**config.mk**
```make
export PLATFORM = sky130hd
export DESIGN_NAME = nic_fifo
export DESIGN_NICKNAME = d
export VERILOG_FILES = /design/src/rtl/nic_pkg.sv /design/src/rtl/nic_sync_fifo.sv /design/src/rtl/nic_fifo.sv
export SDC_FILE = /design/constraint.sdc
export NUM_CORES = 1
export LEC_CHECK = 0
export CAP_MARGIN = 20
export CORE_ASPECT_RATIO = 1.4
export CORE_UTILIZATION = 60
export CTS_CLUSTER_SIZE = 14
export DETAILED_ROUTE_END_ITERATION = 16
export PLACE_DENSITY = 0.88
export SYNTH_ARGS = -nofsm -noshare
export SYNTH_HDL_FRONTEND = slang
export SYNTH_SLANG_ARGS = --single-unit
```
**constraint.sdc**
```tcl
create_clock -name clk -period 6.7 [get_ports clk]
set_input_delay 1.34 -clock clk [delete_from_list [all_inputs] [get_ports clk]]
set_output_delay 1.34 -clock clk [all_outputs]
set_load 0.02 [all_outputs]
```
**src/rtl/nic_pkg.sv**
```systemverilog
// nic_pkg: register map and status-word bit positions shared by the NIC FIFO blocks
package nic_pkg;
  localparam logic [1:0] ADDR_IN_DATA  = 2'b00;
  localparam logic [1:0] ADDR_IN_STAT  = 2'b01;
  localparam logic [1:0] ADDR_OUT_DATA = 2'b10;
  localparam logic [1:0] ADDR_OUT_STAT = 2'b11;
  localparam int STAT_NONEMPTY_BIT  = 0;
  localparam int STAT_FULL_BIT      = 0;
  localparam int STAT_DROP_BIT      = 1;
  localparam int STAT_IN_COUNT_LSB  = 1;
  localparam int STAT_OUT_COUNT_LSB = 2;
endpackage

```
**src/rtl/nic_sync_fifo.sv**
```systemverilog
// nic_sync_fifo: single-clock FIFO with count-based full/empty and a combinational head
module nic_sync_fifo #(
  parameter int WIDTH = 64,
  parameter int DEPTH = 4
) (
  input  logic                     clk,
  input  logic                     reset,
  input  logic                     push,
  input  logic                     pop,
  input  logic [WIDTH-1:0]         wdata,
  output logic [WIDTH-1:0]         rdata,
  output logic [$clog2(DEPTH):0]   count,
  output logic                     full,
  output logic                     empty
);
  localparam int AW = $clog2(DEPTH);
  logic [WIDTH-1:0] mem [DEPTH];
  logic [AW-1:0] wptr, rptr;
  logic do_push, do_pop;
  assign full    = count == (AW+1)'(DEPTH);
  assign empty   = count == '0;
  assign do_push = push && !full;
  assign do_pop  = pop && !empty;
  assign rdata   = mem[rptr];
  always_ff @(posedge clk or negedge reset) begin
    if (!reset) begin
      wptr  <= '0;
      rptr  <= '0;
      count <= '0;
    end else begin
      if (do_push) wptr <= wptr + 1'b1;
      if (do_pop) rptr <= rptr + 1'b1;
      count <= count + (AW+1)'(do_push) - (AW+1)'(do_pop);
    end
  end
  // Storage is deliberately left out of reset; empty counts make it don't-care.
  always_ff @(posedge clk) begin
    if (do_push) mem[wptr] <= wdata;
  end
endmodule

```
**src/rtl/nic_fifo.sv**
```systemverilog
// nic_fifo: CPU-facing NIC with a router-fed input FIFO and a polarity-gated output FIFO
module nic_fifo
  import nic_pkg::*;
#(
  parameter int   PACKET_WIDTH = 64,
  parameter int   IN_DEPTH     = 4,
  parameter int   OUT_DEPTH    = 4,
  parameter logic TX_POLARITY  = 1'b1
) (
  input  logic                    clk,
  input  logic                    reset,
  input  logic [1:0]              addr,
  input  logic [PACKET_WIDTH-1:0] d_in,
  output logic [PACKET_WIDTH-1:0] d_out,
  input  logic                    nicEn,
  input  logic                    nicEnWR,
  input  logic                    net_si,
  output logic                    net_ri,
  input  logic [PACKET_WIDTH-1:0] net_di,
  output logic                    net_so,
  input  logic                    net_ro,
  output logic [PACKET_WIDTH-1:0] net_do,
  input  logic                    net_polarity
);
  localparam int ICW = $clog2(IN_DEPTH) + 1;
  localparam int OCW = $clog2(OUT_DEPTH) + 1;
  logic [ICW-1:0] in_count;
  logic [OCW-1:0] out_count;
  logic [PACKET_WIDTH-1:0] in_head, out_head, in_stat, out_stat, rd_data;
  logic in_full, in_empty, out_full, out_empty;
  logic cpu_rd, cpu_wr, in_push, in_pop, out_push, out_pop, drop_set, drop_clr, drop_flag;
  assign cpu_rd   = nicEn && !nicEnWR;
  assign cpu_wr   = nicEn && nicEnWR;
  assign net_ri   = !in_full;
  assign in_push  = net_si && net_ri;
  assign in_pop   = cpu_rd && addr == ADDR_IN_DATA && !in_empty;
  assign out_pop  = !out_empty && net_ro && net_polarity == TX_POLARITY;
  // Fullness is the registered count, so a same-edge network pop cannot rescue a write.
  assign out_push = cpu_wr && addr == ADDR_OUT_DATA && !out_full;
  assign drop_set = cpu_wr && addr == ADDR_OUT_DATA && out_full;
  assign drop_clr = cpu_rd && addr == ADDR_OUT_STAT;
  always_comb begin
    in_stat = PACKET_WIDTH'(in_count) << STAT_IN_COUNT_LSB;
    in_stat[STAT_NONEMPTY_BIT] = !in_empty;
    out_stat = PACKET_WIDTH'(out_count) << STAT_OUT_COUNT_LSB;
    out_stat[STAT_DROP_BIT] = drop_flag;
    out_stat[STAT_FULL_BIT] = out_full;
    rd_data = addr == ADDR_IN_DATA  ? (in_empty ? '0 : in_head) :
              addr == ADDR_IN_STAT  ? in_stat :
              addr == ADDR_OUT_STAT ? out_stat : '0;
  end
  nic_sync_fifo #(.WIDTH(PACKET_WIDTH), .DEPTH(IN_DEPTH)) u_in (
    .clk(clk), .reset(reset), .push(in_push), .pop(in_pop), .wdata(net_di),
    .rdata(in_head), .count(in_count), .full(in_full), .empty(in_empty)
  );
  nic_sync_fifo #(.WIDTH(PACKET_WIDTH), .DEPTH(OUT_DEPTH)) u_out (
    .clk(clk), .reset(reset), .push(out_push), .pop(out_pop), .wdata(d_in),
    .rdata(out_head), .count(out_count), .full(out_full), .empty(out_empty)
  );
  always_ff @(posedge clk or negedge reset) begin
    if (!reset) begin
      d_out     <= '0;
      net_so    <= 1'b0;
      net_do    <= '0;
      drop_flag <= 1'b0;
    end else begin
      d_out     <= !nicEn ? '0 : cpu_rd ? rd_data : d_out;
      net_so    <= out_pop;
      net_do    <= out_pop ? out_head : net_do;
      drop_flag <= drop_set || (drop_flag && !drop_clr);
    end
  end
endmodule

```
==> results of run 1 <==
[critical path: cells and delay by family]
family,cells,cell delay [ns]
buf+inv,4,1.37
fa+ha+maj,3,0.91
simple gates,2,0.59
xor+xnor,2,0.28
[sequential cells by signal, summed over array words and instances, names as in the netlist, 3 cells and up]
register	count
d_out	64
net_do	64
u_in.mem	256
u_out.mem	256
u_out.count	3
u_in.count	3
[cell type report]
cell class / count / area, sq um
clock inverters: 16 / 164
multi-input cells: 458 / 4810
inverters: 14 / 52.6
well taps: 528 / 661
flip-flops and latches: 656 / 19000
clock buffers: 87 / 1620
repair buffers: 276 / 2740
fillers: 2173 / 10500
[layout by cell type, fill, tap and decap left out, drive strengths merged, types with 4 or more instances in the layout]
cell type,instances
dfrtp,144
buf,11
nand2,197
a22o,60
edfxtp,512
mux4,128
nor3b,4
inv,16
a21boi,4
clkinv,10
ha,12
nand3,4
xnor2,8
clkbuf,87
and2,9
clkdlybuf4s50,265
[final timing paths]
kind                                            end  cells past startpoint  slack (ns)                startpoint
max                         u_in.count[2]$_DFF_PN0_                     11        2.67                   addr[1]
min                          net_do[44]$_DFFE_PN0N_                      2        0.47    net_do[44]$_DFFE_PN0N_
max reg2reg                u_out.count[2]$_DFF_PN0_                      9        3.75  u_out.count[1]$_DFF_PN0_
min reg2reg                  net_do[44]$_DFFE_PN0N_                      2        0.47    net_do[44]$_DFFE_PN0N_
max in group asynchronous    net_do[47]$_DFFE_PN0N_                      2        4.73                     reset
min in group asynchronous    net_do[17]$_DFFE_PN0N_                      1        0.80                     reset
[kinds of logic (layout without fill, tap and decap cells)]
logic type / Yosys count / in the layout / share of synthesized area (%)
mux: 130 / 130 / 12.0
xor+xnor: 10 / 10 / 0.363
fa+ha+maj: 14 / 14 / 0.788
simple gates: 229 / 229 / 3.90
compound gates: 75 / 75 / 2.68
buf+inv: 73 / 393 / 1.62
flops: 656 / 656 / 78.6
[power by group]
part	leakage (nW)	switching (mW)	total, mW	internal, mW
registers	6.51	0.418	5.49	5.07
logic	2.96	1.38	2.75	1.37
clock network	0.867	1.39	3.16	1.78
total	10.3	3.19	11.4	8.21
[metal layers]
metal | wire length, um | up-vias
li1 | - | 5204
met1 | 18300 | 6339
met2 | 26700 | 607
met3 | 4370 | 90
met4 | 1200 | 8
met5 | 45 | -
==> impl_results.md, run 1 <==
* N_diodes at 0
* Vias at 12248
* Initial DRC Count at 1248
* Area leader, netlist: edfxtp_1
* Row Count at 86
* 1st-pass router iterations at 5
* Crit path max-delay cell type: buf_4
* Starting density of the core at 61.1%
* Final core utilization at 73.5%
* Vias in the first global route at 13213
* Crit path DAT at 4.49 ns
* Crit. End Element: register
* Total wire length at 50600 um
* Port Buffers at 266
* Die height at 239 um
* Post-CTS Setup Bufs at 0
* Met3 GRT Util at 6.97%
* Data required time at the worst endpoint at 7.16 ns
* Placed insts at 1932
* Met1 usage at 31.1%
* Count of final setup violators at 0
* Pwr dens at 393 nW/um^2
* Setup ws final at 2.67 ns
* RSZ-0062 raised after global routing: false
* Crit path largest cell delay at 0.64 ns
* EDFF count, synth at 512
* Startpoint types: input pin
* Worst Tran Pin Value at 1.03 ns
* Vias per cell at 6.02
* DPL Wire Length at 28500 um
* DP Worst Slack at 2.10 ns
* Area grow syn2layout at 20.2%
* Met2 global-route usage at 43.9%
* Hold Crit Class: register to register
* Ys Warns at 0
* CTS buffer count at 57
* Clk slew on worst S/H paths at 0.06 ns
* Max Cap Violations at 0
* Leak at 10.3 nW
* Setup TNS at 0 ns
* Initial antenna violation count at 5
* Final Hold Viols at 0
* Top cell type's share of synthesized area at 63.7%
* Cell area after layout at 29000 sq um
* Fin nets at 1614
* Fraction of layout cells with a size suffix above 1 at 15.5%
* Post-route DRC at 0
* Synth area leaders: edfxtp_1, dfrtp_1, mux4_2
* Post-Synthesis Net Count at 1338
* Peak VDD IR at 0.275 mV
* Highest clock rate at 248 MHz
* Crit-path cells: clkdlybuf4s50_1 -> nor2_1 -> and3_2 -> buf_4 -> ha_1 -> inv_1 -> ha_1 -> inv_1 -> fa_1 -> xnor2_1 -> xnor2_1
* Die width at 172 um
* Most used routing layer: met2
* Netlist cell types at 39
* First-pass GRT wire length at 76400 um
* Hold buffers post-CTS at 0
* Post-synth ARST share at 22.0%
* Routed Antenna Nets at 0
* CTS tree: built
* Post-Synthesis Cells at 1187
* Status: complete, no violations
* Netlist Area Pre-Place at 24100 sq um
* Sequential area share after synthesis at 78.6%
* Routability Congestion at 0.798
* Fin cells at 2035
* Register bit total from synthesis at 656
* CTS sink count at 656
* Most numerous cell in the Yosys netlist: edfxtp_1
* Htree depth at 2
* CP max FO at 62
* IO Count at 267
* Synthesized area per cell at 20.3 sq um
* Placed Area at 27200 sq um
* Design Power at 11.4 mW
* Top FF cell, synth: edfxtp_1
* Final Cycle Share at 60.1%
* Clock insertion delay at the later pin of the skew report at 0.59 ns
* Count of final max-slew check failures at 0
* Cells resized by post-CTS repair at 0
* DIE AREA at 41100 sq um
* Clock tree buffer depth at 3
* Global route total overflow at 0
* CTS root buffer: clkbuf_16
* Synth top cells by count: edfxtp_1, nand2_1, dfrtp_1, mux4_2, a22o_1
* Total GRT Usage at 25.4%
* CORE AREA at 39500 sq um
* Hold slack at 0.473 ns
* WL/cell at 24.9 um
* Skew final at 0.0217 ns
* Period minus WS final at 4.03 ns
* Critical path class: input pin to register
* Largest net degree at the start of global routing at 80
* Worst rel slew slack at 31.3%
Power figures use the tool's default switching activity.
==> inputs of run 2 (changes only) <==
--- a/config.mk
+++ b/config.mk
@@ -7,10 +7,10 @@
 export LEC_CHECK = 0
 export CAP_MARGIN = 20
 export CORE_ASPECT_RATIO = 1.4
-export CORE_UTILIZATION = 60
+export CORE_UTILIZATION = 56
 export CTS_CLUSTER_SIZE = 14
 export DETAILED_ROUTE_END_ITERATION = 16
-export PLACE_DENSITY = 0.88
+export PLACE_DENSITY = 0.83
 export SYNTH_ARGS = -nofsm -noshare
 export SYNTH_HDL_FRONTEND = slang
 export SYNTH_SLANG_ARGS = --single-unit
==> constraint.sdc (replaced) <==
create_clock -name clk -period 3.75 [get_ports clk]
set_input_delay 0.75 -clock clk [delete_from_list [all_inputs] [get_ports clk]]
set_output_delay 0.75 -clock clk [all_outputs]
set_load 0.02 [all_outputs]
==> run 2 against run 1 <==
- die area grew 7.1%
- combinational power grew 77%
- non-clock buffer count grew 11
- sequential share of layout area shrank 0.63 points
- setup slack lost 1.5 ns
- wire length shrank 4.5%
- sequential power grew 80%
- critical endpoint unchanged
==> impl_results.md, run 2 (synthesis gave the netlist of run 1 again) <==
* Row Count at 89 (was 86)
* Clk slew on worst S/H paths at 0.06 ns (about the same)
* DIE AREA at 44000 sq um (was 41100 sq um)
* RSZ-0062 raised after global routing: false (unchanged)
* WL/cell at 23.4 um (was 24.9 um)
* Setup TNS at 0 ns (unchanged)
* Worst Tran Pin Value at 0.944 ns (was 1.03 ns)
* Vias at 11977 (was 12248)
* Htree depth at 2 (unchanged)
* Skew final at 0.0200 ns (was 0.0217 ns)
* Leak at 10.4 nW (was 10.3 nW)
* Final Hold Viols at 0 (unchanged)
* CORE AREA at 42300 sq um (was 39500 sq um)
* Startpoint types: input pin (unchanged)
* Routability Congestion at 0.769 (was 0.798)
* Fin nets at 1625 (was 1614)
* Clock insertion delay at the later pin of the skew report at 0.58 ns (was 0.59 ns)
* Die height at 248 um (was 239 um)
* Clock tree buffer depth at 3 (unchanged)
* Most common cell after layout, fill and taps aside: edfxtp_1 (unchanged)
* Port Buffers at 266 (unchanged)
* Post-route DRC at 0 (unchanged)
* Starting density of the core at 57.1% (was 61.1%)
* Peak VDD IR at 0.475 mV (was 0.275 mV)
* Global route total overflow at 0 (unchanged)
* Vias per cell at 5.79 (was 6.02)
* Vias in the first global route at 12889 (was 13213)
* Count of final max-slew check failures at 0 (unchanged)
* CTS sink count at 656 (unchanged)
* Fillcell total at 2501 (was 2173)
* Max Cap Violations at 0 (unchanged)
* Worst rel slew slack at 37.1% (was 31.3%)
* Period minus WS final at 2.59 ns
* Pwr dens at 697 nW/um^2 (was 393 nW/um^2)
* Critical path class: input pin to register (unchanged)
* Total GRT Usage at 22.5% (was 25.4%)
* Count of final setup violators at 0 (unchanged)
* Design Power at 20.4 mW (was 11.4 mW)
* Die width at 177 um (was 172 um)
* Regs by FF count: u_in.mem (256), u_out.mem (256) (unchanged)
* CTS tree: built (unchanged)
* Hold Crit Class: input pin to asynchronous set/reset pin (was register to register)
* Highest clock rate at 386 MHz
* Fraction of layout cells with a size suffix above 1 at 16.1% (was 15.5%)
* CP max FO at 13 (was 62)
* 1st-pass router iterations at 5 (unchanged)
* Initial antenna violation count at 4 (was 5)
* Data required time at the worst endpoint at 4.26 ns (was 7.16 ns)
* Cells resized by post-CTS repair at 0 (unchanged)
* IO Count at 267 (unchanged)
* Final Cycle Share at 69.1%
* Initial DRC Count at 865 (was 1248)
* CTS root buffer: clkbuf_16 (unchanged)
* Crit path DAT at 3.10 ns (was 4.49 ns)
* Routed Antenna Nets at 0 (unchanged)
* CTS buffer count at 57 (unchanged)
* Area grow syn2layout at 21.4% (was 20.2%)
* Total wire length at 48300 um (was 50600 um)
* Crit. End Element: register (unchanged)
* Hold buffers post-CTS at 0 (unchanged)
* Post-CTS Setup Bufs at 0 (unchanged)
* First-pass GRT wire length at 73600 um (was 76400 um)
* Largest net degree at the start of global routing at 79 (was 80)
* Most frequent cells in the layout: edfxtp_1, clkdlybuf4s50_1, nand2_1 (unchanged)
* DPL Wire Length at 29100 um (was 28500 um)
* Status: complete, no violations (unchanged)
## run 2: report_power, final
group	internal [mW]	total, mW	switching [mW]
Combinational	2.54	4.88	2.33
Sequential	9.03	9.88	0.842
Clock	3.23	5.67	2.44
## run 2: final cells by class
type | count | area (sq um) | area share (%)
sequential | 656 | 19000 | 64.8
multi-input combinational | 458 | 4800 | 16.4
timing repair buffer | 287 | 2970 | 10.1
clock buffer | 93 | 1670 | 5.69
tap | 546 | 683 | 2.33
clock inverter | 14 | 148 | 0.504
inverter | 14 | 52.6 | 0.179
antenna | 1 | 2.50 | 0.00854
## run 2: stage by stage
stage               utilization (%)  instance area, sq um  setup WS [ns]  instances  hold slack, ns
floorplan                         -                 24100          0.468       1187           0.454
global placement               65.0                 27500          0.615       1961           0.458
detailed placement             65.0                 27500          0.580       1961           0.464
CTS                            69.3                 29300           1.12       2068           0.232
global route                   69.3                 29300           1.03       2068           0.263
finish                         69.3                 29300           1.16       2069           0.207
## run 2: worst paths after layout
path / startpoint / endpoint / slack, ns / cells after the start
worst max-delay path: addr[1] / u_in.count[2]$_DFF_PN0_ / 1.16 / 10
worst min-delay path: reset / net_do[17]$_DFFE_PN0N_ / 0.21 / 1
worst max register to register: u_out.count[2]$_DFF_PN0_ / u_out.mem[1][28]$_DFFE_PP_ / 1.37 / 4
worst min register to register: net_do[51]$_DFFE_PN0N_ / net_do[51]$_DFFE_PN0N_ / 0.47 / 2
max in group asynchronous: reset / u_in.rptr[0]$_DFFE_PN0P_ / 2.82 / 2
min in group clk: net_do[51]$_DFFE_PN0N_ / net_do[51]$_DFFE_PN0N_ / 0.47 / 2
## run 2: metal layers
metal / global-route usage, % / share of wire (%) / vias up / routed length, um
met5: 0 / 0.11 / - / 52
met4: 6.13 / 1.6 / 8 / 766
met3: 6.68 / 8.9 / 71 / 4290
met2: 39.4 / 53 / 512 / 25500
met1: 27.2 / 37 / 6160 / 17700
li1: - / - / 5226 / -
## run 2: worst max-delay path, stage by stage
cell	delay [ns]
clkdlybuf4s50_1	0.59
nor2_1	0.33
and3_2	0.24
ha_1	0.22
inv_1	0.06
ha_1	0.13
inv_1	0.05
fa_1	0.40
xnor2_1	0.19
xnor2_1	0.13
